### src/rtl/arith_pkg.sv
// Shared arithmetic-library definitions: FSM state type, counter sizing
// helper and the widest operand the serial units are built for.
package arith_pkg;

    localparam int MAX_WIDTH = 32;

    typedef enum logic [1:0] {
        IDLE = 2'd0,
        RUN  = 2'd1,
        DONE = 2'd2
    } sub_state_e;

    // Width of a counter that indexes bits 0..width-1.
    function automatic int cnt_width(input int width);
        return (width < 2) ? 1 : $clog2(width);
    endfunction

endpackage

### src/rtl/serial_subtractor_if.sv
// Start/done bus of the serial subtractor.
//
// Handshake: the master raises start with a and b valid; the slave accepts
// it on the first rising edge where ready=1 and start=1 (a and b are captured
// on that edge, start is ignored while ready=0). done is a one-cycle pulse
// marking the cycle in which diff/borrow/overflow first carry the new
// result; those outputs then hold until the next done or reset.
interface serial_subtractor_if #(
    parameter int WIDTH = 8
);
    logic             start;
    logic [WIDTH-1:0] a;
    logic [WIDTH-1:0] b;
    logic             ready;
    logic             done;
    logic [WIDTH-1:0] diff;
    logic             borrow;
    logic             overflow;

    modport master (
        output start, a, b,
        input  ready, done, diff, borrow, overflow
    );

    modport slave (
        input  start, a, b,
        output ready, done, diff, borrow, overflow
    );
endinterface

### src/rtl/full_subtractor.sv
// One-bit full subtractor: x - y - bin, producing difference and borrow out.
module full_subtractor (
    input  logic x,
    input  logic y,
    input  logic bin,
    output logic d,
    output logic bout
);
    // Borrow out when y exceeds x, or when they are equal and a borrow ripples in.
    always_comb begin
        d    = x ^ y ^ bin;
        bout = (~x & y) | (~(x ^ y) & bin);
    end
endmodule

### src/rtl/serial_subtractor.sv
// Bit-serial subtractor: diff = a - b, one bit per clock LSB first through a
// single registered borrow. Legal WIDTH range is 2..MAX_WIDTH.
module serial_subtractor
    import arith_pkg::*;
#(
    parameter int WIDTH = 8
) (
    input  logic                 clk,
    input  logic                 rst_n,
    serial_subtractor_if.slave   bus,
    output sub_state_e           dbg_state_o
);
    localparam int CW = cnt_width(WIDTH);
    localparam logic [CW-1:0] LAST_CNT = CW'(WIDTH - 1);

    sub_state_e       state_q, state_d;
    logic [WIDTH-1:0] sa_q, sb_q, sd_q;
    logic [CW-1:0]    cnt_q;
    logic             br_q;
    logic             a_msb_q, b_msb_q;
    logic [WIDTH-1:0] diff_q;
    logic             borrow_q;
    logic             overflow_q;

    logic             bit_d;
    logic             bit_bout;
    logic [WIDTH-1:0] sd_next;
    logic             ready_d;
    logic             done_d;

    // The single bit cell shared by every bit position over time.
    full_subtractor u_cell (
        .x    (sa_q[0]),
        .y    (sb_q[0]),
        .bin  (br_q),
        .d    (bit_d),
        .bout (bit_bout)
    );

    assign sd_next = {bit_d, sd_q[WIDTH-1:1]};

    // State register.
    always_ff @(posedge clk or negedge rst_n) begin
        if (!rst_n) begin
            state_q <= IDLE;
        end else begin
            state_q <= state_d;
        end
    end

    // Next-state and handshake outputs.
    always_comb begin
        state_d = state_q;
        ready_d = 1'b0;
        done_d  = 1'b0;
        case (state_q)
            IDLE: begin
                ready_d = 1'b1;
                if (bus.start) begin
                    state_d = RUN;
                end
            end
            RUN: begin
                if (cnt_q == LAST_CNT) begin
                    state_d = DONE;
                end
            end
            DONE: begin
                done_d  = 1'b1;
                state_d = IDLE;
            end
            default: begin
                state_d = IDLE;
            end
        endcase
    end

    // Operand capture, bit-serial shifting and result registration.
    always_ff @(posedge clk or negedge rst_n) begin
        if (!rst_n) begin
            sa_q       <= '0;
            sb_q       <= '0;
            sd_q       <= '0;
            cnt_q      <= '0;
            br_q       <= 1'b0;
            a_msb_q    <= 1'b0;
            b_msb_q    <= 1'b0;
            diff_q     <= '0;
            borrow_q   <= 1'b0;
            overflow_q <= 1'b0;
        end else begin
            if (state_q == IDLE && bus.start) begin
                sa_q    <= bus.a;
                sb_q    <= bus.b;
                sd_q    <= '0;
                cnt_q   <= '0;
                br_q    <= 1'b0;
                a_msb_q <= bus.a[WIDTH-1];
                b_msb_q <= bus.b[WIDTH-1];
            end else if (state_q == RUN) begin
                sa_q  <= sa_q >> 1;
                sb_q  <= sb_q >> 1;
                sd_q  <= sd_next;
                br_q  <= bit_bout;
                cnt_q <= cnt_q + CW'(1);
                // Last bit: register the complete result as DONE is entered.
                if (cnt_q == LAST_CNT) begin
                    diff_q     <= sd_next;
                    borrow_q   <= bit_bout;
                    overflow_q <= (a_msb_q != b_msb_q) && (sd_next[WIDTH-1] != a_msb_q);
                end
            end
        end
    end

    assign bus.ready    = ready_d;
    assign bus.done     = done_d;
    assign bus.diff     = diff_q;
    assign bus.borrow   = borrow_q;
    assign bus.overflow = overflow_q;
    assign dbg_state_o  = state_q;

endmodule

### src/flat_wrapper.sv
// flat-port wrapper written by rule: the top's interface ports become plain ports
module serial_subtractor_flat import arith_pkg::*;
#(
    parameter int WIDTH = 8
)
  (clk, rst_n, dbg_state_o, bus_start, bus_a, bus_b, bus_ready, bus_done, bus_diff, bus_borrow, bus_overflow);
  serial_subtractor_if #(.WIDTH(WIDTH)) bus_i ();
  input  logic clk;
  input  logic rst_n;
  output sub_state_e dbg_state_o;
  input wire logic [$bits(bus_i.start)-1:0] bus_start;
  input wire logic [$bits(bus_i.a)-1:0] bus_a;
  input wire logic [$bits(bus_i.b)-1:0] bus_b;
  output wire logic [$bits(bus_i.ready)-1:0] bus_ready;
  output wire logic [$bits(bus_i.done)-1:0] bus_done;
  output wire logic [$bits(bus_i.diff)-1:0] bus_diff;
  output wire logic [$bits(bus_i.borrow)-1:0] bus_borrow;
  output wire logic [$bits(bus_i.overflow)-1:0] bus_overflow;
  assign bus_i.start = bus_start;
  assign bus_i.a = bus_a;
  assign bus_i.b = bus_b;
  assign bus_ready = bus_i.ready;
  assign bus_done = bus_i.done;
  assign bus_diff = bus_i.diff;
  assign bus_borrow = bus_i.borrow;
  assign bus_overflow = bus_i.overflow;
  serial_subtractor #(.WIDTH(WIDTH)) u_core (.clk(clk), .rst_n(rst_n), .bus(bus_i), .dbg_state_o(dbg_state_o));
endmodule
### config.mk
export PLATFORM = sky130hd
export DESIGN_NAME = serial_subtractor_flat
export DESIGN_NICKNAME = d
export VERILOG_FILES = /design/src/rtl/arith_pkg.sv /design/src/rtl/serial_subtractor_if.sv /design/src/rtl/full_subtractor.sv /design/src/rtl/serial_subtractor.sv /design/src/flat_wrapper.sv
export SDC_FILE = /design/constraint.sdc
export NUM_CORES = 1
export LEC_CHECK = 0
export BUFFER_PORTS_ARGS = -buffer_cell sky130_fd_sc_hd__buf_2
export CAP_MARGIN = 40
export CORE_ASPECT_RATIO = 0.75
export CORE_MARGIN = 8
export CORE_UTILIZATION = 49
export DETAILED_ROUTE_END_ITERATION = 10
export GPL_TIMING_DRIVEN = 0
export PLACE_DENSITY = 0.72
export SLEW_MARGIN = 20
export SYNTH_ARGS = -nofsm -noshare
export SYNTH_HDL_FRONTEND = slang
export SYNTH_SLANG_ARGS = --single-unit
### constraint.sdc
create_clock -name clk -period 1.4 [get_ports clk]
set_input_delay 0.14 -clock clk [delete_from_list [all_inputs] [get_ports clk]]
set_output_delay 0.14 -clock clk [all_outputs]
set_load 0.005 [all_outputs]
==> impl_metrics.yaml <==
run_status:
  status: "finished with violations"
  violations: "setup timing"
yosys:
  synth.cell_area_mm2: 0.00179
  ys_seq_area_share_pct: 57.4
  syn_avg_cell_area_um2: 10.2
  synth_mux_area_share_pct: 5.04
  ys_ff_latch: 41
  ys_types: 27
  synth_top_family_by_area: "simple AND/OR/NAND/NOR gates"
  synth-adder-area-share_pct: 2.52
  synth-simple-area-share_pct: 21.4
  syn-num-nets: 198
  synth-compound-area-share_pct: 7.35
  synth-xor-area-share_pct: 0
  ys_warn_count: 0
  synthCells: 176
place:
  dp_slack_ns: -0.152
  routabilityCongestion: 0.729
  place_hpwl_mm: 2.68
  io_buffers: 32
clocking:
  ctsHtreeMaxLevel: 2
  clock_latency_ns: 0.28
  clkSlewWorstSetupHoldPaths_ns: 0.07
  cts_made_buffers: 5
  cts_tree: "done"
  root_buffer: "clkbuf_8"
  numClockSinks: 41
  clockBufferDepth: 2
routing:
  viasPerCell: 5.41
  detail-route-antenna-nets: 0
  routed_wirelength_mm: 4.21
  drtIter0Drc: 98
  route.vias.total: 1449
  first_pass_iters: 4
  wl_per_cell_um: 15.7
  drcViolationCount: 0
power_and_ir_drop:
  p_seq_share_pct: 38.9
  p_comb_share_pct: 47.3
  ir_drop_mv: 1.17
  power_leakage_nw: 1.19
  p_per_area_mw_per_mm2: 2220
  clockPowerShare_pct: 13.8
  p_sw_w: 0.00206
  total_power_w: 0.00549
  p_int_w: 0.00343
  swShare_pct: 37.6
global_routing:
  grt_pass1_wl_mm: 6.47
  antenna_found_initial: 0
  grt_max_degree: 33
  grt_pass1_vias: 1420
  grt_util_all_layers_pct: 14.0
  grt-ovfl-total: 0
floorplanning:
  core-area_mm2: 0.00357
  die_width_um: 85.7
  pin_count: 33
  die_y_um: 68.3
  initial_core_util_pct: 50.1
  die_area_mm2: 0.00585
  rows: 19
hold_path:
  hold_class: "primary input to flip-flop"
layout:
  mostFrequentLayoutCells: "nand2_1 (47), dfrtp_1 (39), buf_2 (36)"
  final_nets: 248
  layout-drive-gt1-share_pct: 48.7
  n_fill_cell: 250
  area_delta_synth_final_pct: 38.2
  final_common_cell: "nand2_1"
  antenna_cells: 0
timing:
  slew_headroom_pct: 63.7
  holdWs_ns: 0.0906
  totalNegativeSetupSlack_ns: -0.545
  setup_viol: 19
  finalCriticalPeriod_ns: 1.45
  finalHoldViolCount: 0
  fin_ws_ns: -0.0537
  tightest_slew_ns: 0.542
  clock.fmax_mhz: 688
  post-route-period-util_pct: 104
  finalClockSkew_ns: 0.00409
  rsz0062_at_grt: "true"
  drv_slew: 0
critical_path:
  crit_fanout: 3
  critPathKind: "flip-flop to flip-flop"
  cp-start-kind: "flip-flop"
  endpoint_kind: "flip-flop"
  crit_required_ns: 1.57
  cp.arrival_ns: 1.62
flow_run:
  maxCapViolCount: 0
-- stage by stage --
step | std cells | cell area, um2 | utilization, %
floorplan | 176 | 1810 | -
global placement | 250 | 2030 | 56.8
detailed placement | 251 | 2050 | 57.4
CTS | 264 | 2210 | 62.1
global route | 268 | 2470 | 69.3
finish | 268 | 2470 | 69.3
-- path summary, 6_finish.rpt --
kind / startpoint / end / slack, ns / cells past startpoint
max: u_core.cnt_q[1]$_DFFE_PN0P_ / u_core.bus.diff[6]$_DFFE_PN0P_ / -0.05 / 5
min: bus_b[0] / u_core.sb_q[0]$_DFFE_PN0P_ / 0.09 / 2
max reg2reg: u_core.cnt_q[1]$_DFFE_PN0P_ / u_core.bus.diff[6]$_DFFE_PN0P_ / -0.05 / 5
min reg2reg: u_core.bus.overflow$_DFFE_PN0P_ / u_core.bus.overflow$_DFFE_PN0P_ / 0.48 / 2
max in group asynchronous: rst_n / u_core.dbg_state_o[0]$_DFFE_PN0P_ / 0.70 / 3
min in group asynchronous: rst_n / u_core.cnt_q[1]$_DFFE_PN0P_ / 0.26 / 2
-- registers in the layout, indices dropped and copies added (netlist names) --
signal	count
u_core.sb_q	8
u_core.a_msb_q	1
u_core.sa_q	8
u_core.b_msb_q	1
u_core.bus.overflow	1
u_core.dbg_state_o	2
u_core.bus.borrow	1
u_core.cnt_q	3
u_core.bus.diff	8
u_core.sd_q	7
u_core.br_q	1
-- power groups by stage --
stage          clock network (W)  registers (W)  logic [W]
4_1_cts                 0.000777        0.00208    0.00217
3_5_place_dp                   0        0.00210    0.00200
6_report                0.000758        0.00213    0.00260
3_3_place_gp                   0        0.00209    0.00192
2_1_floorplan                  0        0.00204    0.00143
5_1_grt                 0.000820        0.00220    0.00287
-- repair_timing --
action | CTS | global route
pin swaps | 2 | 16
hold buffers | 1 | 0
endpoints found under the hold margin | 41 | 0
cloned | 0 | 3
gates resized for setup | 10 | 47
setup endpoints to repair | 24 | 32
buffers inserted | 5 | 1
-- per-layer routing --
layer / track usage [%] / up-vias / wire, um
li1: - / 685 / -
met1: 17.6 / 728 / 2050
met2: 22.4 / 31 / 1910
met3: 4.80 / 5 / 220
met4: 4.78 / 0 / 29
met5: 0 / - / 0
-- critical path, cell delays in order (launching register included) --
cell and delay [ns]:
dfrtp_1 0.39, ha_2 0.20, ha_4 0.15, nand3b_1 0.12, buf_4 0.15, mux2_2 0.33
-- kinds of logic after synthesis --
group / Yosys count
compound gates: 21
fa+ha+maj: 3
buf+inv: 15
flops: 41
mux: 8
simple gates: 88
-- cells in the mapped netlist --
| master | n | area, um2 |
|---|---|---|
| buf_6 | 4 | 45.0 |
| nor3_1 | 1 | 5.00 |
| nor2_1 | 13 | 48.8 |
| a22o_1 | 1 | 8.76 |
| dfrtp_1 | 41 | 1030 |
| nor3b_2 | 1 | 12.5 |
| a221o_1 | 1 | 10.0 |
| o21ai_1 | 2 | 10.0 |
| fa_1 | 1 | 20.0 |
| a22oi_1 | 1 | 7.51 |
| nand3b_1 | 1 | 7.51 |
| buf_2 | 4 | 20.0 |
| nand2_1 | 52 | 195 |
| buf_4 | 3 | 22.5 |
| nand3_1 | 13 | 65.1 |
| nand2b_1 | 1 | 6.26 |
| inv_1 | 3 | 11.3 |
| ha_1 | 2 | 25.0 |
| nor3b_1 | 1 | 7.51 |
| clkbuf_8 | 1 | 13.8 |
| nor2_2 | 1 | 6.26 |
| or3b_1 | 1 | 8.76 |
| mux2_2 | 8 | 90.1 |
| a31oi_1 | 12 | 75.1 |
| o21ai_0 | 3 | 15.0 |
| a21oi_1 | 1 | 5.00 |
| nor2b_1 | 3 | 18.8 |
-- final cells by class --
| type | count | area (um2) | area share [%] |
|---|---|---|---|
| tap | 42 | 52.6 | 2.13 |
| inverter | 3 | 11.3 | 0.456 |
| clock buffer | 7 | 86.3 | 3.50 |
| multi-input combinational | 120 | 863 | 35.0 |
| buffer | 12 | 124 | 5.02 |
| timing repair buffer | 43 | 304 | 12.3 |
| sequential | 41 | 1030 | 41.6 |
Power figures use the tool's default switching activity.
